**src/rtl/cfg_dispatch_pkg.sv**
```systemverilog
// Shared definitions for the config-word dispatcher: word fields, FSM encoding
// and error cause codes.
package cfg_dispatch_pkg;

  localparam int TID_MSB  = 31;
  localparam int TID_LSB  = 24;
  localparam int ADDR_MSB = 23;
  localparam int ADDR_LSB = 16;
  localparam int DATA_MSB = 15;
  localparam int DATA_LSB = 0;

  typedef enum logic [1:0] {
    ST_IDLE  = 2'd0,
    ST_ISSUE = 2'd1,
    ST_WAIT  = 2'd2,
    ST_RESP  = 2'd3
  } state_t;

  // Kept as a cause code rather than a flag so status readback can be added later.
  typedef enum logic [1:0] {
    ERR_NONE    = 2'd0,
    ERR_BADTGT  = 2'd1,
    ERR_TIMEOUT = 2'd2
  } err_cause_t;

  function automatic logic [7:0] sat_inc8(input logic [7:0] v);
    return (v == 8'hFF) ? v : v + 8'd1;
  endfunction

endpackage

```
**src/rtl/cfg_rr_arbiter.sv**
```systemverilog
// Combinational round-robin arbiter: search starts at i_ptr and wraps.
// Returns a one-hot grant and the encoded winner index.
module cfg_rr_arbiter #(
  parameter int NUM_REQ = 2
) (
  input  logic [NUM_REQ-1:0]         i_req,
  input  logic [$clog2(NUM_REQ)-1:0] i_ptr,
  output logic [NUM_REQ-1:0]         o_grant,
  output logic [$clog2(NUM_REQ)-1:0] o_idx
);
  localparam int PW = $clog2(NUM_REQ);

  int   w_pos;
  logic w_found;

  always_comb begin
    o_grant = '0;
    o_idx   = '0;
    w_found = 1'b0;
    w_pos   = 0;
    for (int k = 0; k < NUM_REQ; k++) begin
      w_pos = int'(i_ptr) + k;
      if (w_pos >= NUM_REQ) w_pos = w_pos - NUM_REQ;
      // Compare against each position instead of indexing with a run-time int.
      for (int j = 0; j < NUM_REQ; j++) begin
        if (!w_found && i_req[j] && (j == w_pos)) begin
          w_found    = 1'b1;
          o_grant[j] = 1'b1;
          o_idx      = PW'(j);
        end
      end
    end
  end

endmodule

```
**src/rtl/cfg_dispatch.sv**
```systemverilog
// Arbitrates config words from several requesters and issues one target register
// write each. States: IDLE wait/grant | ISSUE strobe | WAIT ack or timeout | RESP pulse.
module cfg_dispatch
  import cfg_dispatch_pkg::*;
#(
  parameter int NUM_REQ = 2,
  parameter int NUM_TGT = 4,
  parameter int TIMEOUT = 255
) (
  input  logic                   clk,
  input  logic                   rst,
  input  logic [NUM_REQ-1:0]     req_valid,
  input  logic [NUM_REQ*32-1:0]  req_data,
  output logic [NUM_REQ-1:0]     req_ready,
  output logic [NUM_REQ-1:0]     rsp_done,
  output logic [NUM_REQ-1:0]     rsp_err,
  output logic [NUM_TGT-1:0]     tgt_wr,
  output logic [7:0]             tgt_addr,
  output logic [15:0]            tgt_wdata,
  input  logic [NUM_TGT-1:0]     tgt_ack,
  output logic                   busy,
  output logic [7:0]             err_count
);
  localparam int PW = $clog2(NUM_REQ);

  state_t             r_state, w_state_nxt;
  logic [PW-1:0]      r_ptr, r_win, w_win, w_ptr_nxt;
  logic [NUM_REQ-1:0] w_grant, w_win_oh;
  logic [31:0]        r_word, w_word;
  err_cause_t         r_err;
  logic [16:0]        r_cnt, w_cnt_inc;
  logic [7:0]         r_err_count, w_tid;
  logic [NUM_TGT-1:0] w_sel;
  logic               w_tid_ok, w_ack, w_timeout;

  cfg_rr_arbiter #(.NUM_REQ(NUM_REQ)) u_arb (
    .i_req   (req_valid),
    .i_ptr   (r_ptr),
    .o_grant (w_grant),
    .o_idx   (w_win)
  );

  always_comb begin
    w_tid  = r_word[TID_MSB:TID_LSB];
    w_word = '0;
    for (int i = 0; i < NUM_REQ; i++) begin
      if (w_win == PW'(i)) w_word = req_data[32*i +: 32];
    end
    w_sel = '0;
    for (int t = 0; t < NUM_TGT; t++) begin
      w_sel[t] = (w_tid == 8'(t));
    end
    w_tid_ok  = |w_sel;
    // Only the addressed target's ack counts.
    w_ack     = |(tgt_ack & w_sel);
    w_cnt_inc = r_cnt + 17'd1;
    w_timeout = (w_cnt_inc == 17'(TIMEOUT));
    w_win_oh  = '0;
    for (int i = 0; i < NUM_REQ; i++) begin
      w_win_oh[i] = (r_win == PW'(i));
    end
    w_ptr_nxt = (int'(r_win) == NUM_REQ - 1) ? '0 : r_win + 1'b1;
  end

  always_ff @(posedge clk) begin
    if (rst) begin
      r_state     <= ST_IDLE;
      r_ptr       <= '0;
      r_win       <= '0;
      r_word      <= '0;
      r_err       <= ERR_NONE;
      r_cnt       <= '0;
      r_err_count <= '0;
    end else begin
      r_state <= w_state_nxt;
      case (r_state)
        ST_IDLE: if (|req_valid) begin
          r_word <= w_word;
          r_win  <= w_win;
          r_err  <= ERR_NONE;
        end
        ST_ISSUE: begin
          r_cnt <= '0;
          if (!w_tid_ok) r_err <= ERR_BADTGT;
        end
        ST_WAIT: if (!w_ack) begin
          r_cnt <= w_cnt_inc;
          if (w_timeout) r_err <= ERR_TIMEOUT;
        end
        ST_RESP: begin
          r_ptr <= w_ptr_nxt;
          if (r_err != ERR_NONE) r_err_count <= sat_inc8(r_err_count);
        end
        default: ;
      endcase
    end
  end

  always_comb begin
    w_state_nxt = r_state;
    case (r_state)
      ST_IDLE:  if (|req_valid) w_state_nxt = ST_ISSUE;
      ST_ISSUE: w_state_nxt = w_tid_ok ? ST_WAIT : ST_RESP;
      ST_WAIT:  if (w_ack || w_timeout) w_state_nxt = ST_RESP;
      ST_RESP:  w_state_nxt = ST_IDLE;
      default:  w_state_nxt = ST_IDLE;
    endcase
  end

  always_comb begin
    req_ready = '0;
    tgt_wr    = '0;
    rsp_done  = '0;
    rsp_err   = '0;
    if (r_state == ST_IDLE && !rst) req_ready = w_grant;
    if (r_state == ST_ISSUE) tgt_wr = w_sel;
    if (r_state == ST_RESP) begin
      rsp_done = w_win_oh;
      rsp_err  = (r_err != ERR_NONE) ? w_win_oh : '0;
    end
  end

  assign busy      = (r_state != ST_IDLE);
  assign tgt_addr  = r_word[ADDR_MSB:ADDR_LSB];
  assign tgt_wdata = r_word[DATA_MSB:DATA_LSB];
  assign err_count = r_err_count;

endmodule

```
**config.mk**
```make
export PLATFORM = sky130hd
export DESIGN_NAME = cfg_dispatch
export DESIGN_NICKNAME = d
export VERILOG_FILES = /design/src/rtl/cfg_dispatch_pkg.sv /design/src/rtl/cfg_rr_arbiter.sv /design/src/rtl/cfg_dispatch.sv
export SDC_FILE = /design/constraint.sdc
export NUM_CORES = 1
export LEC_CHECK = 0
export ABC_AREA = 1
export CORE_MARGIN = 2
export CORE_UTILIZATION = 45
export CTS_CLUSTER_DIAMETER = 30
export DETAILED_ROUTE_END_ITERATION = 7
export PLACE_DENSITY_LB_ADDON = 0.3
export SLEW_MARGIN = 10
export SYNTH_ARGS = -nofsm -noshare
export SYNTH_HDL_FRONTEND = slang
export SYNTH_HIERARCHICAL = 1
export SYNTH_SLANG_ARGS = --single-unit
```
**constraint.sdc**
```tcl
create_clock -name clk -period 3.4 [get_ports clk]
set_input_delay 0.51 -clock clk [delete_from_list [all_inputs] [get_ports clk]]
set_output_delay 0.51 -clock clk [all_outputs]
set_load 0.02 [all_outputs]
```
# After elaboration in Yosys (flattened, before gate mapping)
# Cells that the tools add are included.
# op_classes
addsub,6
n_mul,0
div_mod_pow,0
order_cmp,2
eq_ne,15
shift,0
n_mux,28
bitwise_logic,3
reduce_logical,29
# ops
operator,n
$mux W32,3
$eq A2 B32 Y1 const A,2
$logic_not A32 Y1,2
$pmux W17 S2,1
$ge A32 B3 Y1 const B,1
$sub A32 B3 Y32 const B,1
$mux W2,10
$add A17 B1 Y17 const B,1
$eq A17 B8 Y1 const B,1
$mux W17,1
$eq A8 B2 Y1 const B,2
$mux W1,10
$ne A2 B2 Y1 const B,5
$add A8 B1 Y8 const B,1
$eq A8 B1 Y1 const B,1
$eq A8 B8 Y1 const B,1
$logic_and A1 B1 Y1,8
$logic_not A8 Y1,1
$pmux W2 S4,1
$reduce_or A4 Y1,2
$pmux W2 S3,1
$reduce_and A2 Y1,3
$reduce_bool A2 Y1,3
$reduce_and A5 Y1,1
15 further kinds,20
# word_totals
regBits,63
latchBits,0
mem_bits_rw,0
mem_bits_ro,0
in_bits,72
output_inout_bits,43
elab_cells,90
mem_count,0

# Longest topological paths before layout
# depth
word_depth,18
mapped_depth,15

# Hierarchy
# Netlist, hierarchy kept.
# modules_own_cells
mod,n_inst,cells_each,area_per_inst_um2,seq_area_each_um2
cfg_dispatch,1,562,3668.5,1261.2
cfg_rr_arbiter,1,6,23.8,0.0

# Least setup slack after synthesis
# Ideal clock, no wire load.
# synth_path
path_kind,reg-to-output
startpoint,reg r_state[1]
endpoint,out tgt_wr[2]
arrival_time_ns,1.452
required_ns,2.890
setup_slack_ns,1.438
stages_incl_launch_ff,5
path_buffers,0
cell_sequence,dfxtp_1 inv_1 ha_1 inv_1 nor4_1
# synth_via
elab_chain_len,2
# synth_rtl
item,line,rtl
from (decl),cfg_dispatch.sv:26,"state_t r_state, w_state_nxt;"
from (signal assigned),cfg_dispatch.sv:75,r_state <= w_state_nxt;
$eq A2 B1 Y1,cfg_dispatch.sv:116,if (r_state == ST_ISSUE) tgt_wr = w_sel;
$mux W4,cfg_dispatch.sv:116,
to (decl),cfg_dispatch.sv:17,"output logic [NUM_TGT-1:0] tgt_wr,"
# No other way between the ends.

# Worst setup path after layout
# Ends and elaborated chain as after synthesis.

==> metrics.yaml <==
status: "complete, no violations"
dp_hpwl_um: 6854
rr_startpoint: "r_cnt[1]"
cts_tree: "done"
cellLeakagePower_uw: 0.002010
irDropWorstVdd_mv: 0.5895
die_x_um: 94.58
drv_cap: 0
grt_first_pass_wirelength_um: 15600
synth_top_family_by_area: "simple AND/OR/NAND/NOR gates"
max_stage_delay_ns: 0.68
vias: 3800
htree_levels: 3
syn_area_um2: 3692
p_per_area_nw_per_um2: 614.4
setup_viol: 0
path_common_cell: "inv_1"
grt_max_degree: 61
synth_edf_count: 0
cts_resized: 0
worstPathRequired_ns: 2.89
yosys.area_share.simple_pct: 28.06
arrival_ns: 2.15
synth_top_area_share_pct: 34.16
hp-start: "r_err[1]"
dieArea_um2: 8945
post_drt_wl_per_cell_um: 12.19
ant_nets: 0
drt-total-wl_um: 9276
synth-xor-area-share_pct: 0.2372
cts-buffers-inserted: 9
cts.sinks: 63
drc: 0
grt_overflow_total: 0
cpMaxStageDelayCell: "clkdlybuf4s50_1"
io_pins: 115
clkLatencyLatePin_ns: 0.34
grt_use_total_pct: 22.07
ys_ff_latch: 63
r2r_end: "r_state[0]"
drt-initial-drc-count: 162
area_delta_synth_final_pct: 34.33
yosysTopAreaCell: "dfxtp_1"
clockRootBuffer: "clkbuf_8"
hp-class: "reg2reg"
postCtsSetupBuffers: 0
vias_per_cell: 4.993
synth_compound_area_share_pct: 19.45
end_kind: "primary output"
async_flop_share_pct: 0
nNetsFinal: 730
synth_commonest_cells: "nand2_1 (99), a21oi_1 (90), inv_1 (82)"
diodes: 0
reg2regPathDepth: 14
drt_first_pass_iters: 4
utilization_pct: 61.29
stdcell_count: 761
finClkSkew_ns: 0.008246
synthFlopType: "dfxtp_1"
hold_viol_final: 0
synth_seq_area_share_pct: 34.16
gp_congestion: 0.8349
synth.most_common_cell: "nand2_1"
postCtsHoldBufs: 0
synth_cells: 568
start_util_pct: 45.62
die_h_um: 94.58
slew_headroom_pct: 61.76
avgSynthCellArea_um2: 6.501
maxSlewViolCount: 0
crit_chain: "inv_1 > ha_1 > inv_1 > nor4_1 > clkdlybuf4s50_1"
path_delay_family: "buffers and inverters"
synth_mux_area_share_pct: 0
total_power_uw: 3047
antenna_found_initial: 0
core_um2: 8093
min_path_cells: 2
r2r_setup_slack_ns: 1.45
synth_fa_ha_area_share_pct: 2.372
grt_pass1_vias: 3630
worstMarginPinSlew_ns: 0.5715
critical_path_buf_inv_count: 3
clock.fmax_mhz: 375.6
io_buffers: 114
rows: 33
min_to: "r_err[1]"
dp.cells: 745
crit_type: "reg2out"
min_period_over_period_pct: 78.31
synth_area_leaders: "dfxtp_1 (34%), a21oi_1 (12%), nand2_1 (10%), inv_1 (8.3%), nor2_1 (6.6%)"
worstPathMaxFanout: 5
rsz0062_at_grt: "no"
synth_nets: 647
cp-start-kind: "flop"
clock_path_buffers: 2
synth_warnings: 6
clk_pin_slew_ns: 0.07
fin_crit_ns: 2.662
setup_tns_ns: 0
drive_gt1_share_pct: 6.555
synthDistinctLibCells: 31
==> worst min-delay path: stages, from the launching register on <==
cell	delay, ns
dfxtp_1	0.32
inv_1	0.05
a21oi_1	0.05
==> cell families after synthesis <==
family                     Yosys count
buffers and inverters              128
adders and majority gates            7
AOI/OAI and AO/OA                  140
and+or+nand+nor                    229
xor gates and xnor gates             1
DFF                                 63
==> per-layer routing <==
metal	share of wire (%)	track usage, %
met4	2.6	9.420
met3	7.0	8.300
met5	0	0
met2	49	38.63
met1	42	23.84
==> state kept, by name, summed over array words and instances, names as in the netlist <==
register / count
r_err: 2
err_count: 8
r_word: 32
r_cnt: 17
r_ptr: 1
r_state: 2
r_win: 1
==> final cells by class <==
cell class                      instances  area [µm²]
Clock inverter                          3       65.06
Sequential cell                        63        1261
Tap cell                              105       131.4
Inverter                               82       307.8
Timing Repair Buffer                  118        1171
Fill cell                             746        3133
Clock buffer                           13       158.9
Multi-Input combinational cell        377        1864
==> cell usage in the layout, fill, tap and decap left out <==
cell type / count
bufinv_16: 2
nor3_1: 4
clkbuf_1: 2
clkbuf_8: 11
or2_2: 1
ha_1: 7
dfxtp_1: 63
nand2_1: 98
nor3_2: 1
nand3b_1: 1
nor2_2: 4
a21oi_2: 1
nand3_1: 23
nor3b_1: 1
clkdlybuf4s50_1: 114
buf_4: 4
nor2_4: 6
o21ai_0: 46
clkinv_2: 1
and3_1: 2
nor2_1: 65
xnor2_1: 1
o211ai_1: 1
nand3_2: 3
inv_1: 82
or2_0: 1
a21oi_4: 2
nand2_2: 7
nand4_1: 10
a21oi_1: 89
nor4_1: 2
o21ai_1: 1
==> per-stage QoR <==
stage                     area, µm²  hold slack, ns  setup slack, ns
after floorplan                3692          0.4362            1.439
after global placement         4736          0.4502           0.9377
after detailed placement       4736          0.4531           0.8975
after CTS                      4960          0.4657           0.7116
after global routing           4960          0.4947           0.5922
final                          4960          0.4622           0.7376
==> power breakdown <==
group	switching (µW)	internal, µW	leakage, µW
registers	99.1	911	0.000516
logic	781	512	0.00138
clock network	291	453	0.000114
==> worst max path at each step <==
stage,end,start,cells after the start,slack (ns)
global route,tgt_wr[2],r_state[1],5,0.59
CTS,tgt_wr[2],r_state[1],5,0.71
finish,tgt_wr[2],r_state[1],5,0.74
detailed placement,req_ready[1],req_valid[1],5,0.90
global placement,req_ready[1],req_valid[1],5,0.94
floorplan,tgt_wr[2],r_state[1],4,1.44
Power figures use the tool's default switching activity.
